## src/rtl/data_sync_launcher.sv

```systemverilog
// Source-side launcher for the bus-enable/data CDC crossing: a small FIFO feeding a
// held-stable data bus plus a timed enable level for the destination synchronizer.
module data_sync_launcher #(
  parameter int BUS_WIDTH    = 8,
  parameter int FIFO_DEPTH   = 4,
  parameter int HOLD_CYCLES  = 4,
  parameter int GUARD_CYCLES = 4
) (
  input  logic                          clk,
  input  logic                          reset_n,
  input  logic [BUS_WIDTH-1:0]          data_in,
  input  logic                          data_valid_in,
  output logic                          data_ready_out,
  output logic                          bus_enable_out,
  output logic [BUS_WIDTH-1:0]          sync_data_out,
  output logic [$clog2(FIFO_DEPTH):0]   fifo_level_out,
  output logic                          busy_out
);

  localparam int PTR_W   = $clog2(FIFO_DEPTH);
  localparam int LVL_W   = PTR_W + 1;
  localparam int MAX_CNT = (HOLD_CYCLES > GUARD_CYCLES) ? HOLD_CYCLES : GUARD_CYCLES;
  localparam int CNT_W   = $clog2(MAX_CNT) + 1;

  localparam logic [LVL_W-1:0] DEPTH_L  = LVL_W'(FIFO_DEPTH);
  localparam logic [CNT_W-1:0] HOLD_LD  = CNT_W'(HOLD_CYCLES - 1);
  localparam logic [CNT_W-1:0] GUARD_LD = CNT_W'(GUARD_CYCLES - 1);

  typedef enum logic [1:0] {
    S_IDLE,
    S_SETUP,
    S_ASSERT,
    S_GUARD
  } state_t;

  state_t               state, state_nxt;
  logic [BUS_WIDTH-1:0] mem [FIFO_DEPTH];
  logic [PTR_W-1:0]     wr_ptr, rd_ptr;
  logic [LVL_W-1:0]     level;
  logic [CNT_W-1:0]     cnt;
  logic                 full, empty, push, pop;
  logic                 load_hold, load_guard;

  assign full           = (level == DEPTH_L);
  assign empty          = (level == '0);
  assign push           = data_valid_in && !full;
  assign data_ready_out = !full;
  assign fifo_level_out = level;
  assign busy_out       = (state != S_IDLE) || !empty;

  // FIFO storage stage: data only, no reset needed
  always_ff @(posedge clk) begin
    if (push) mem[wr_ptr] <= data_in;
  end

  always_ff @(posedge clk or negedge reset_n) begin
    if (!reset_n) begin
      wr_ptr <= '0;
      rd_ptr <= '0;
      level  <= '0;
    end else begin
      if (push) wr_ptr <= wr_ptr + PTR_W'(1);
      if (pop)  rd_ptr <= rd_ptr + PTR_W'(1);
      case ({push, pop})
        2'b10:   level <= level + LVL_W'(1);
        2'b01:   level <= level - LVL_W'(1);
        default: level <= level;
      endcase
    end
  end

  // Launch control stage
  always_comb begin
    state_nxt  = state;
    pop        = 1'b0;
    load_hold  = 1'b0;
    load_guard = 1'b0;
    case (state)
      S_IDLE: begin
        if (!empty) begin
          pop       = 1'b1;
          state_nxt = S_SETUP;
        end
      end
      S_SETUP: begin
        load_hold = 1'b1;
        state_nxt = S_ASSERT;
      end
      S_ASSERT: begin
        if (cnt == '0) begin
          load_guard = 1'b1;
          state_nxt  = S_GUARD;
        end
      end
      S_GUARD: begin
        if (cnt == '0) state_nxt = S_IDLE;
      end
      default: state_nxt = S_IDLE;
    endcase
  end

  always_ff @(posedge clk or negedge reset_n) begin
    if (!reset_n) begin
      state <= S_IDLE;
      cnt   <= '0;
    end else begin
      state <= state_nxt;
      if (load_hold)       cnt <= HOLD_LD;
      else if (load_guard) cnt <= GUARD_LD;
      else if (cnt != '0)  cnt <= cnt - CNT_W'(1);
    end
  end

  // Output register stage: enable and data leave straight from flops toward the crossing
  always_ff @(posedge clk or negedge reset_n) begin
    if (!reset_n) begin
      bus_enable_out <= 1'b0;
      sync_data_out  <= '0;
    end else begin
      bus_enable_out <= (state_nxt == S_ASSERT);
      if (pop) sync_data_out <= mem[rd_ptr];
    end
  end

endmodule
```

## config.mk

```make
export PLATFORM = sky130hd
export DESIGN_NAME = data_sync_launcher
export DESIGN_NICKNAME = d
export VERILOG_FILES = /design/src/rtl/data_sync_launcher.sv
export SDC_FILE = /design/constraint.sdc
export NUM_CORES = 1
export LEC_CHECK = 0
export ABC_CLOCK_PERIOD_IN_PS = 4600
export CAP_MARGIN = 0
export CORE_MARGIN = 5
export CORE_UTILIZATION = 35
export DETAILED_ROUTE_END_ITERATION = 6
export GPL_TIMING_DRIVEN = 0
export PLACE_DENSITY = 0.58
export SLEW_MARGIN = 20
export SYNTH_ARGS = -nofsm -noshare
export SYNTH_HDL_FRONTEND = slang
export SYNTH_SLANG_ARGS = --single-unit
export TNS_END_PERCENT = 5
```

## constraint.sdc

```tcl
create_clock -name clk -period 4.6 [get_ports clk]
set_input_delay 0.92 -clock clk [delete_from_list [all_inputs] [get_ports clk]]
set_output_delay 0.92 -clock clk [all_outputs]
set_load 0.05 [all_outputs]
```

Yosys cells after proc, flatten, opt, wreduce, memory -nomap -nowiden
Memories as Yosys holds them, arrays and structs flattened. A register that Yosys moved wholly into a read port is not among the register bits. Cells that the tools add are included. W data, S select, Z words.

Flip-flop bits (word level): 13. Memory bits (writable): 32. Memories kept: 1. Bits of input ports: 11.

Equal/unequal tests: 7. $add $sub $neg: 5. Reductions and logical operators: 12. Multiplexer cells: 15.

Memory list: mem (depth 4, bits a word 8, read ports 1, clocked after memory_dff 1, wr ports 1, RTL line 37) `logic [BUS_WIDTH-1:0] mem [FIFO_DEPTH];`.

Operators by type and width (count): $mux W3 (3); $eq A2 B2 Y1 const B (4); $pmux W2 S4 (1); $mux W1 (7); $logic_not A3 Y1 (2); $mux W2 (3); $pmux W3 S2 (1); $reduce_bool A3 Y1 (2); $sub A3 B1 Y3 const B (2); $add A2 B1 Y2 const B (2); $eq A2 B1 Y1 const B (2); $reduce_bool A2 Y1 (2); $add A3 B1 Y3 const B (1); $eq A3 B3 Y1 const B (1); $logic_not A1 Y1 (3); $logic_not A2 Y1 (1); $logic_and A1 B1 Y1 (1); $logic_or A1 B1 Y1 (1).

Logic depth before layout (Yosys ltp)
Gate-level depths: netlist of run 1.

Depth after elaboration: 5. Gate-level depth with buffers: 10. Depth with buffers taken out: 8.

Worst setup path after synthesis of run 1
Ideal clock, no wire load.

Path type: register -> output. From: reg level[0] (netlist: fifo_level_out[0]). To: out busy_out. Arrival: 1.577 ns. Required time: 3.680 ns. Stages on the path, launching flop included: 3. Setup slack: 2.103 ns. Path through: dfrtp_1 or3_1 or3_1.

Cells in the longest elaborated chain, start to end: 3.

RTL lines: start: declaration (RTL line 39) `logic [LVL_W-1:0] level;`; start signal: assignment (RTL line 65) `2'b10: level <= level + LVL_W'(1);`; start signal: assignment (RTL line 66) `2'b01: level <= level - LVL_W'(1);`; start signal: assignment (RTL line 67) `default: level <= level;`; $logic_not A3 Y1 (RTL line 45) `assign empty = (level == '0);`; $logic_not A1 Y1; $logic_or A1 B1 Y1 (RTL line 49) `assign busy_out = (state != S_IDLE) || !empty;`; end: declaration (RTL line 17) `output logic busy_out`.

No other way between the ends.

Final worst setup path of run 1
Same ends and word-level chain as after synthesis.

==> impl_results.md, run 1 <==
* Status: completed
* Setup TNS at 0 ps
* Clock Tree Root: clkbuf_8
* RSZ-0062 raised after global routing: false
* First-pass DRT Iterations at 4
* DRC at 0
* Area Growth Syn to Fin at 20.1%
* Adder-cell area share of the yosys netlist at between 4 and 5%
* Placed insts at ~230
* Final hold vios at 0
* Asr flop ratio synth at 39.6%
* Pin count of the biggest net entering global routing at 22
* Routability cong. at 0.740
* Largest family of logic cells by synthesized area: multiplexers
* Peak supply drop at 349 uV
* First-pass GRT wire length at 5.95 mm
* M1 GR Usage at roughly 11%
* CP Capture Type: output port
* Fillers at around 530
* Post-synth cell types at 29
* Post-DR wirelength/cell at 15.6 um
* FMAX at 321 MHz
* Fin crit period at 3120 ps
* XOR/XNOR Fraction of Synth Area at 2.80%
* Mapped Nets at 145
* Pwr dens at 694 nW/um^2
* Worst skew pair latency at 300 ps
* Layout cells sized above 1 at 17.7%
* Post-synthesis compound-gate area fraction at 1.89%
* Vias in the first global route at 1,195
* Post-route cell area at 2630 sq um
* Worst-path maximum fanout at 5
* P_leak at 1.01 nW
* Initial antenna violation count at 0
* Hold buffers post-CTS at 0
* Final setup vio count at 0
* Diodes inserted at 0
* GRT Total Usage at 10.4%
* Worst-path clk slew at 90 ps
* H-tree levels at 2
* Top-area cell type share of the netlist area at 43.9%
* Final-report max-slew violation count at 0
* Dpl cell area at 2520 sq um
* Crit path required time at between 3000 and 4000 ps
* Number of synthesized flops with an enable pin at 32
* Sequential cell area at 1490 sq um
* IO Count at 25
* Synth top cells by count: edfxtp_1 (32), dfrtp_1 (21), mux2_2 (9)
* Die Area at 7930 sq um
* DR vias/cell at 4.68
* Cells resized by post-CTS repair at 0
* Final cell count without fillers at 233
* CTS Buf Count at 5
* CP arrival at ~2200 ps
* Pre-CTS setup slack at 1800 ps
* Setup CP Type: register to output port
* Slew margin rel. at between 60 and 70%
* Initial core utilization at a little over a third
* Clock Path Buffers at 2
* Least-Margin Pin Slew at around 530 ps
* Post-CTS Setup Inserts at 0
* Die H at 89.1 um
* Post-Syn Area per Cell at 17.4 sq um
* Port-buffer cells at 24
* Multi-input gate area at ~640 sq um
* Cell Area, Synth at 2190 sq um
* Nets@finish at 176
* Sequential fraction of the synthesis area at 67.9%
* GR Util met3 at 3.04%
* Synth top area cells: edfxtp_1 (44%), dfrtp_1 (24%), mux4_2 (6.2%)
* Simple-gate share of the synthesized area at 5.37%
* Met2 Usage GRT at 19.4%
* Main synth FF type: edfxtp_1
* Hpwl dp at 2.58 mm
* Final worst-path cycle share at 67.8%
* Count leader, synth: edfxtp_1
* Core ar. at 5990 sq um
* Die Width at 89.1 um
* Setup crit start kind: register
* Overflow after GRT at 0
* Mux share of post-synthesis cell area at 14.4%
* Final WS setup at 1480 ps
* Min-delay worst type: register to register
* Clk_skew at 3.05 ps
* Routed WL at 3.63 mm
* CTS tree: built
* Num rows at 28
* Synthesized flop and latch total at 53
* Global route hottest layer: met2
* Initial DRC Count at 58
* Post-Syn Instances at 126
* Maxcap violations at 0
* Vias at between 1,000 and 1,500
* Sink Count at 53
* ANT nets after route at 0
* Cell taking the most area after synthesis: edfxtp_1
* Synthesis warning total at 0
kinds of logic after synthesis:
family | Yosys count
adders and majority gates | 8
DFF | 53
buffers and inverters | 12
muxes | 19
and+or+nand+nor | 20
AOI/OAI and AO/OA | 7
xor gates and xnor gates | 7
worst max-delay path, stage by stage, from the launching register on:
cell and delay, ps:
dfrtp_1 450, or3_1 420, or3_1 330, clkdlybuf4s50_1 710
layout make-up:
type	count	area share (%)
buffer	5	1.29
clock buffer	6	2.76
clock inverter	2	1.48
inverter	7	1.00
multi-input combinational	61	24.4
sequential	53	56.5
tap	75	3.57
timing repair buffer	24	8.95
cells in the final DEF, fill, tap and decap left out, types with 2 or more instances in the layout:
cell             Yosys  routed
clkbuf_8             0       5
or3_1                2       2
clkbuf_1             2       3
nor2_1               4       4
mux2_2               9       9
ha_1                 7       7
nor2b_1              2       2
mux4_1               2       2
edfxtp_1            32      32
xnor2_1              6       6
o21ai_0              2       2
buf_6                2       2
mux4_2               6       6
clkdlybuf4s50_1      0      23
a21oi_1              3       3
nand3_1              2       2
and3_1               4       4
dfrtp_1             21      21
inv_1                7       7
and2_1               2       2
sequential cells by signal (all words and copies together), names as in the netlist:
name and count:
bus_enable_out 1, sync_data_out 8, rd_ptr 2, state 2, mem 32, cnt 3, wr_ptr 2, fifo_level_out 3
path summary, 6_finish.rpt:
check                                  start                 to  slack, ps  depth (start not counted)
max                        fifo_level_out[0]           busy_out       1480                          3
min                         sync_data_out[0]   sync_data_out[0]        510                          1
max reg2reg                fifo_level_out[0]  fifo_level_out[2]       2300                          9
min reg2reg                 sync_data_out[0]   sync_data_out[0]        510                          1
max in group asynchronous            reset_n   sync_data_out[6]       3670                          1
min in group asynchronous            reset_n           state[1]        590                          1
where the power goes:
group	internal (mW)	switching [mW]	leakage, nW
combinational	0.339	0.442	0.413
sequential	0.663	0.0752	0.540
clock	0.163	0.143	0.0554
total	1.17	0.660	1.01
layer usage:
layer  wire length (um)  share of wire [%]
met5                  0                  0
met4                 54                1.5
met3                150                4.1
met2               1990                 55
met1               1430                 39
through the flow:
step	hold slack, ps	power, mW	utilization (%)
2_1_floorplan	457	1.31	-
3_3_place_gp	475	1.51	42.1
3_5_place_dp	497	1.55	42.1
4_1_cts	518	1.86	44.0
5_1_grt	536	1.95	43.9
6_report	510	1.83	43.9
Note: power is estimated with default switching activity, not from simulation.
==> inputs of run 2 (changes only) <==
ABC_CLOCK_PERIOD_IN_PS = 3000   (was 4600)
clock period = 3 ns   (was 4.6 ns; I/O delays follow)
==> results of run 2 <==
The final DEF is identical to that of run 1. Status: completed.
Main changes from that run: setup slack after placement 1800 ps -> 519 ps; setup slack after layout 1480 ps -> 201 ps; hold slack 510 ps -> 268 ps; register-to-register setup slack 2300 ps -> 700 ps; total power 1.83 mW -> 2.80 mW; worst IR drop on VDD 349 uV -> 535 uV
